===== src/rtl/diff_phase_avg_if.sv =====
`default_nettype none
// ============================================================================
//  Module   : diff_phase_avg_if
//  Purpose  : Bundle of sample-strobe inputs, six phase-difference inputs and
//             the averaged-result valid/ready stream of diff_phase_avg.
//  Revision : 1.0 - initial release
// ============================================================================
interface diff_phase_avg_if #(
  parameter int LOG2_N = 4
) ();
  logic                    enable;
  logic                    clear;
  logic [5:0][15:0]        diff_phase;
  logic [5:0][15:0]        avg_phase;
  logic                    avg_valid;
  logic                    avg_ready;
  logic                    overrun;
  logic [LOG2_N-1:0]       win_count;

  // Averager side: consumes samples, produces the averaged stream
  modport master (
    input  enable, clear, diff_phase, avg_ready,
    output avg_phase, avg_valid, overrun, win_count
  );

  // Environment side: drives samples, consumes the averaged stream
  modport slave (
    output enable, clear, diff_phase, avg_ready,
    input  avg_phase, avg_valid, overrun, win_count
  );
endinterface
`default_nettype wire


===== src/rtl/diff_phase_avg.sv =====
`default_nettype none
// ============================================================================
//  Module   : diff_phase_avg
//  Purpose  : Windowed mean of six signed inter-hydrophone phase differences.
//             The enable strobe is delayed by LATENCY cycles to line up with
//             the upstream pipeline; every 2^LOG2_N captured samples one
//             averaged set is offered on a valid/ready stream, with a sticky
//             overrun flag when an unaccepted set is overwritten.
//  Options  : DIFF_PHASE_UNWRAP_EN - wrap-aware averaging around a per-window
//             reference sample (mean stays correct across the +/-pi seam).
//  Revision : 1.0 - initial release
// ============================================================================
module diff_phase_avg #(
  parameter int LOG2_N  = 4,
  parameter int LATENCY = 4
) (
  input  wire logic          clock,
  input  wire logic          reset,
  diff_phase_avg_if.master   io_bus
);

  localparam int c_AW = 16 + LOG2_N;
  localparam int c_CH = 6;

  logic [LATENCY-1:0] r_dly;
  logic               w_smp;
  logic [LOG2_N-1:0]  r_win;
  logic               r_done;
  logic               w_first;
  logic               w_last;
  logic [15:0]        w_avg [c_CH];
  logic [15:0]        r_avg [c_CH];
  logic               r_valid;
  logic               r_ovr;

  // --------------------------------------------------------------------------
  // Strobe delay line: smp is enable delayed by LATENCY cycles
  // --------------------------------------------------------------------------
  generate
    if (LATENCY == 1) begin : g_dly_single
      // Single-stage delay of the sample strobe
      always_ff @(posedge clock or negedge reset) begin
        if (!reset)            r_dly <= '0;
        else if (io_bus.clear) r_dly <= '0;
        else                   r_dly <= io_bus.enable;
      end
    end else begin : g_dly_multi
      // Multi-stage shift of the sample strobe
      always_ff @(posedge clock or negedge reset) begin
        if (!reset)            r_dly <= '0;
        else if (io_bus.clear) r_dly <= '0;
        else                   r_dly <= {r_dly[LATENCY-2:0], io_bus.enable};
      end
    end
  endgenerate

  assign w_smp   = r_dly[LATENCY-1];
  assign w_first = (r_win == '0);
  assign w_last  = &r_win;

  // Window counter; wraps naturally at N-1 and raises done for one cycle
  always_ff @(posedge clock or negedge reset) begin
    if (!reset) begin
      r_win  <= '0;
      r_done <= 1'b0;
    end else if (io_bus.clear) begin
      r_win  <= '0;
      r_done <= 1'b0;
    end else begin
      r_done <= w_smp & w_last;
      if (w_smp) r_win <= r_win + 1'b1;
    end
  end

  // --------------------------------------------------------------------------
  // Per-channel accumulators. The first sample of a window reloads the
  // accumulator, so a new window may start on the same edge that finalise
  // reads the completed sum.
  // --------------------------------------------------------------------------
  generate
    for (genvar gi = 0; gi < c_CH; gi++) begin : g_ch
      logic [15:0]     w_x;
      logic [c_AW-1:0] r_acc;

      assign w_x = io_bus.diff_phase[gi];

`ifdef DIFF_PHASE_UNWRAP_EN
      logic [15:0] r_ref;
      logic [15:0] w_dev;

      // Deviation from the window reference, wrapped to a signed 16-bit value
      assign w_dev = w_x - r_ref;

      // Reference capture on the first sample, deviation sum afterwards
      always_ff @(posedge clock or negedge reset) begin
        if (!reset) begin
          r_acc <= '0;
          r_ref <= '0;
        end else if (io_bus.clear) begin
          r_acc <= '0;
          r_ref <= '0;
        end else if (w_smp) begin
          if (w_first) begin
            r_ref <= w_x;
            r_acc <= '0;
          end else begin
            r_acc <= r_acc + {{LOG2_N{w_dev[15]}}, w_dev};
          end
        end
      end

      // Reference plus floored mean deviation, modulo 2^16
      assign w_avg[gi] = r_ref + r_acc[LOG2_N +: 16];
`else
      // Plain sign-extended sum of the raw samples
      always_ff @(posedge clock or negedge reset) begin
        if (!reset) begin
          r_acc <= '0;
        end else if (io_bus.clear) begin
          r_acc <= '0;
        end else if (w_smp) begin
          if (w_first) r_acc <= {{LOG2_N{w_x[15]}}, w_x};
          else         r_acc <= r_acc + {{LOG2_N{w_x[15]}}, w_x};
        end
      end

      // Taking the upper 16 bits is an arithmetic shift: floors toward -inf
      assign w_avg[gi] = r_acc[LOG2_N +: 16];
`endif

      assign io_bus.avg_phase[gi] = r_avg[gi];
    end
  endgenerate

  // Finalise and valid/ready handshake; a new set always wins over the old
  always_ff @(posedge clock or negedge reset) begin
    if (!reset) begin
      for (int i = 0; i < c_CH; i++) r_avg[i] <= '0;
      r_valid <= 1'b0;
      r_ovr   <= 1'b0;
    end else if (io_bus.clear) begin
      for (int i = 0; i < c_CH; i++) r_avg[i] <= '0;
      r_valid <= 1'b0;
      r_ovr   <= 1'b0;
    end else if (r_done) begin
      for (int i = 0; i < c_CH; i++) r_avg[i] <= w_avg[i];
      r_valid <= 1'b1;
      if (r_valid && !io_bus.avg_ready) r_ovr <= 1'b1;
    end else if (r_valid && io_bus.avg_ready) begin
      r_valid <= 1'b0;
    end
  end

  assign io_bus.avg_valid = r_valid;
  assign io_bus.overrun   = r_ovr;
  assign io_bus.win_count = r_win;

endmodule
`default_nettype wire

===== src/flat_wrapper.sv =====
// flat-port wrapper written by rule: the top's interface ports become plain ports
module diff_phase_avg_flat 
#(
  parameter int LOG2_N  = 4,
  parameter int LATENCY = 4
)
  (clock, reset, io_bus_enable, io_bus_clear, io_bus_diff_phase, io_bus_avg_ready, io_bus_avg_phase, io_bus_avg_valid, io_bus_overrun, io_bus_win_count);
  diff_phase_avg_if #(.LOG2_N(LOG2_N)) io_bus_i ();
  input  wire logic clock;
  input  wire logic reset;
  input wire logic [$bits(io_bus_i.enable)-1:0] io_bus_enable;
  input wire logic [$bits(io_bus_i.clear)-1:0] io_bus_clear;
  input wire logic [$bits(io_bus_i.diff_phase)-1:0] io_bus_diff_phase;
  input wire logic [$bits(io_bus_i.avg_ready)-1:0] io_bus_avg_ready;
  output wire logic [$bits(io_bus_i.avg_phase)-1:0] io_bus_avg_phase;
  output wire logic [$bits(io_bus_i.avg_valid)-1:0] io_bus_avg_valid;
  output wire logic [$bits(io_bus_i.overrun)-1:0] io_bus_overrun;
  output wire logic [$bits(io_bus_i.win_count)-1:0] io_bus_win_count;
  assign io_bus_i.enable = io_bus_enable;
  assign io_bus_i.clear = io_bus_clear;
  assign io_bus_i.diff_phase = io_bus_diff_phase;
  assign io_bus_i.avg_ready = io_bus_avg_ready;
  assign io_bus_avg_phase = io_bus_i.avg_phase;
  assign io_bus_avg_valid = io_bus_i.avg_valid;
  assign io_bus_overrun = io_bus_i.overrun;
  assign io_bus_win_count = io_bus_i.win_count;
  diff_phase_avg #(.LOG2_N(LOG2_N), .LATENCY(LATENCY)) u_core (.clock(clock), .reset(reset), .io_bus(io_bus_i));
endmodule

===== config.mk =====
export PLATFORM = sky130hd
export DESIGN_NAME = diff_phase_avg_flat
export DESIGN_NICKNAME = d
export VERILOG_FILES = /design/src/rtl/diff_phase_avg_if.sv /design/src/rtl/diff_phase_avg.sv /design/src/flat_wrapper.sv
export SDC_FILE = /design/constraint.sdc
export NUM_CORES = 1
export LEC_CHECK = 0
export ABC_CLOCK_PERIOD_IN_PS = 2900
export CORE_UTILIZATION = 51
export DETAILED_ROUTE_END_ITERATION = 8
export GPL_TIMING_DRIVEN = 0
export HOLD_SLACK_MARGIN = 0.06
export PLACE_DENSITY_LB_ADDON = 0.2
export SYNTH_ARGS = -nofsm -noshare
export SYNTH_HDL_FRONTEND = slang
export SYNTH_SLANG_ARGS = --single-unit

===== constraint.sdc =====
create_clock -name clock -period 2.9 [get_ports clock]
set_clock_uncertainty 0.15 [all_clocks]
set_input_delay 0.29 -clock clock [delete_from_list [all_inputs] [get_ports clock]]
set_output_delay 0.29 -clock clock [all_outputs]
set_load 0.1 [all_outputs]

==> qor.csv <==
stage;metric;value;unit
worst_setup_path;worst_path_max_delay_cell;o41a_1;
drt;dr.pass1.iters;7;
power;power_density;417.6;nW/µm²
worst_setup_path;worstPathArrival;3.14;ns
worst_setup_path;crit_fanout;4;
cts;clk-insertion-delay-late;0.56;ns
final_layout;fin_util;66.51;%
timing;hold_violations;0;
grt;antenna_found_initial;0;
hold_path;hp-class;in2async;
grt;grt_usage;33.18;%
synth;synth-edff-count;0;
synth;synth.avg_cell_area;8.888;µm²
timing;slew_viol_final;0;
die;core;28940;µm²
cts;cts_max_path_buffers;3;
cts;cts_buffers;27;
synth;synth_cells;1701;
drt;drc;0;
drt;via_per_inst;6.111;
timing;finalSetupTns;0;ns
synth;synthesis.area;15120;µm²
synth;yosysTopAreaCellShare;37.57;%
die;die_y;174.2;µm
final_layout;final_layout_size_suffix_gt1_share;8.608;%
cts;cts_tree;done;
cts;root_buffer;clkbuf_16;
synth;synth_top_area_cell;dfrtp_1;
worst_setup_path;cp_cell_sequence;ha_2 > inv_2 > fa_2 > nor2b_2 > o31a_1 > o41a_1 > a21o_1 > a21oi_2 > xnor2_1 > nand2_1 > a311oi_1;
worst_setup_path;cp.required;3.21;ns
placement;port_buffers;202;
flow_run;drv_cap;0;
grt;grt_pass1_wl;78020;µm
synth;yosys-top-cells-area;dfrtp_1 (38%), ha_1 (9.6%), mux2i_1 (7.2%);
placement;gp_congestion;0.9412;
timing;setup_viol;0;
drt;vias;14420;
synth;postSynth.asyncResetShare;100.0;%
final_layout;syn2layout_area_growth;27.29;%
worst_setup_path;path_delay_family;compound AO/OA/AOI/OAI gates;
die;initial_utilization;52.25;%
final_layout;antennaDiodeCount;0;
synth;ys_ff_latch;227;
timing;period_share;97.52;%
grt;grt_max_degree;106;
cts;cts_num_sinks;227;
die;num_io_pins;203;
timing;fmax;353.6;MHz
worst_setup_path;max_stage_delay;0.49;ns
die;row_count;62;
drt;drt_iter0_drc;1379;
worst_setup_path;crit_path_end_kind;register;
timing;tightest_slew;1.086;ns
placement;dp_hpwl;35960;µm
timing;rsz0062_at_grt;true;
grt;grt_overflow_total;0;
timing;final.min_clock_period;2.828;ns
power;peakVddDrop;433.5;µV
grt;grt_pass1_vias;13830;
status;outcome;finished clean;
final_layout;final_nets;2177;
drt;antenna_left;0;
cts;cts_max_level;1;
cts;clkTransAtPathRegs;0.06;ns
synth;synth_top_flop_cell;dfrtp_1;
die;die_area;30340;µm²
synth;yosysWarningCount;0;
synth;yosysUniqueCellTypes;68;
timing;relSlewSlack;27.36;%
power;p_leak;8.584;nW
die;die_x;174.2;µm
drt;finalWirelength;51340;µm
synth;yosysSeqAreaShare;37.57;%
drt;wl_per_cell;21.76;µm
worst_setup_path;start_kind;register;
worst_setup_path;worstSetupPathType;reg2reg;
worst_setup_path;path_buf_inv;1;
synth;syn-num-nets;1924;
-- where the power goes --
part	internal, mW	leakage, nW	switching [mW]	total [mW]
Sequential	3.20	3.16	0.0325	3.23
Clock	2.29	0.489	1.45	3.74
Combinational	0.429	4.94	0.639	1.07
-- registers in the layout, indices dropped and copies added (netlist names) --
register / flops
u_core.io_bus.avg_phase: 96
u_core.r_dly: 4
u_core.g_ch.r_acc: 120
u_core.io_bus.overrun: 1
u_core.r_done: 1
u_core.io_bus.win_count: 4
u_core.io_bus.avg_valid: 1
-- layer usage --
metal,global-route usage (%),up-vias,share of wire (%)
met2,52.70,687,45
met1,44.40,6922,42
met4,14.99,0,4.9
met3,5.599,170,8.3
li1,-,6637,-
met5,0,-,0
-- worst register-to-register path, delay by kind of cell (launching register included) --
family	cells	cell delay, ns
compound gates	5	1.49
buf+inv	1	0.05
simple gates	2	0.14
xor+xnor	1	0.14
flops	1	0.38
fa+ha+maj	2	0.39
-- repair_timing --
action,CTS,global route
pin swaps,14,32
gates resized for setup,34,82
hold buffers,1,0
setup endpoints to repair,116,89
buffers inserted,5,15
hold endpoints to repair,127,0
-- area by class of cell --
type	instances	area (µm²)
fillers	2329	9692
multi-input cells	1347	9350
flip-flops and latches	227	5683
repair buffers	225	2242
clock buffers	38	807.0
well taps	384	480.5
plain buffers	86	362.8
clock inverters	12	167.7
inverters	40	150.1
-- kinds of logic (layout without fill, tap and decap cells) --
family,count (synthesis),in the layout,share of synthesized area (%)
buffers and inverters,127,401,3.153
flip-flops,227,227,37.57
AO/OA/AOI/OAI,505,505,21.87
adder cells (fa/ha/maj),122,122,10.39
AND/OR/NAND/NOR,529,529,15.02
multiplexers,110,110,7.291
XOR/XNOR,81,81,4.693
-- cell usage after synthesis, drive strengths merged (6+ instances only) --
cell,instances
nor2,249
a211oi,30
o21ai,107
a21o,57
a21oi,139
dfrtp,227
ha,116
a22oi,17
and3,8
o21a,18
or3,6
nand3,21
nor2b,36
inv,40
nand2b,13
clkbuf,68
xor2,36
o211ai,7
mux2i,109
nor3,17
buf,19
xnor2,45
a31oi,15
o21bai,7
o22ai,15
a311oi,37
o31a,9
nand2,157
fa,6
-- worst paths after layout --
| path | start | endpoint | slack [ns] | cells after the start |
|---|---|---|---|---|
| max | u_core.g_ch[3].r_acc[0] | u_core.g_ch[3].r_acc[10] | 0.07 | 11 |
| min | reset | u_core.io_bus.avg_phase[76] | 0.08 | 2 |
| max reg2reg | u_core.g_ch[3].r_acc[0] | u_core.g_ch[3].r_acc[10] | 0.07 | 11 |
| min reg2reg | u_core.r_dly[0] | u_core.r_dly[1] | 0.32 | 1 |
| max in group asynchronous | reset | u_core.g_ch[1].r_acc[6] | 1.57 | 3 |
| min in group clock | io_bus_enable | u_core.r_dly[0] | 0.13 | 2 |
-- stage by stage --
stage	setup slack (ns)	area (µm²)	total power [mW]	hold WS, ns	std cells
2_1_floorplan	0.1509	15120	3.831	-0.1556	1701
4_1_cts	0.006167	18820	7.990	0.1171	2344
3_3_place_gp	-8.585	17620	4.251	0.2969	2287
5_1_grt	-0.1001	19240	8.291	0.1477	2359
6_report	0.07204	19240	8.036	0.07715	2359
3_5_place_dp	-0.8198	17680	4.277	0.1131	2289
-- cell usage in the layout, fill, tap and decap left out, types with 14 or more instances in the layout --
cell type	instances
nor3_1	16
ha_1	100
mux2i_1	109
dfrtp_1	225
nor2_1	247
a211oi_1	28
a21oi_1	129
o22ai_1	15
o21ai_0	89
clkbuf_16	27
a22oi_1	17
clkbuf_1	58
xnor2_1	44
inv_1	38
buf_4	20
nand2_1	157
clkdlybuf4s50_1	201
clkbuf_2	14
a21o_1	55
nor2b_1	31
nand3_1	20
a311oi_1	37
xor2_1	36
o21a_1	16
(Power assumes the default switching activity.)
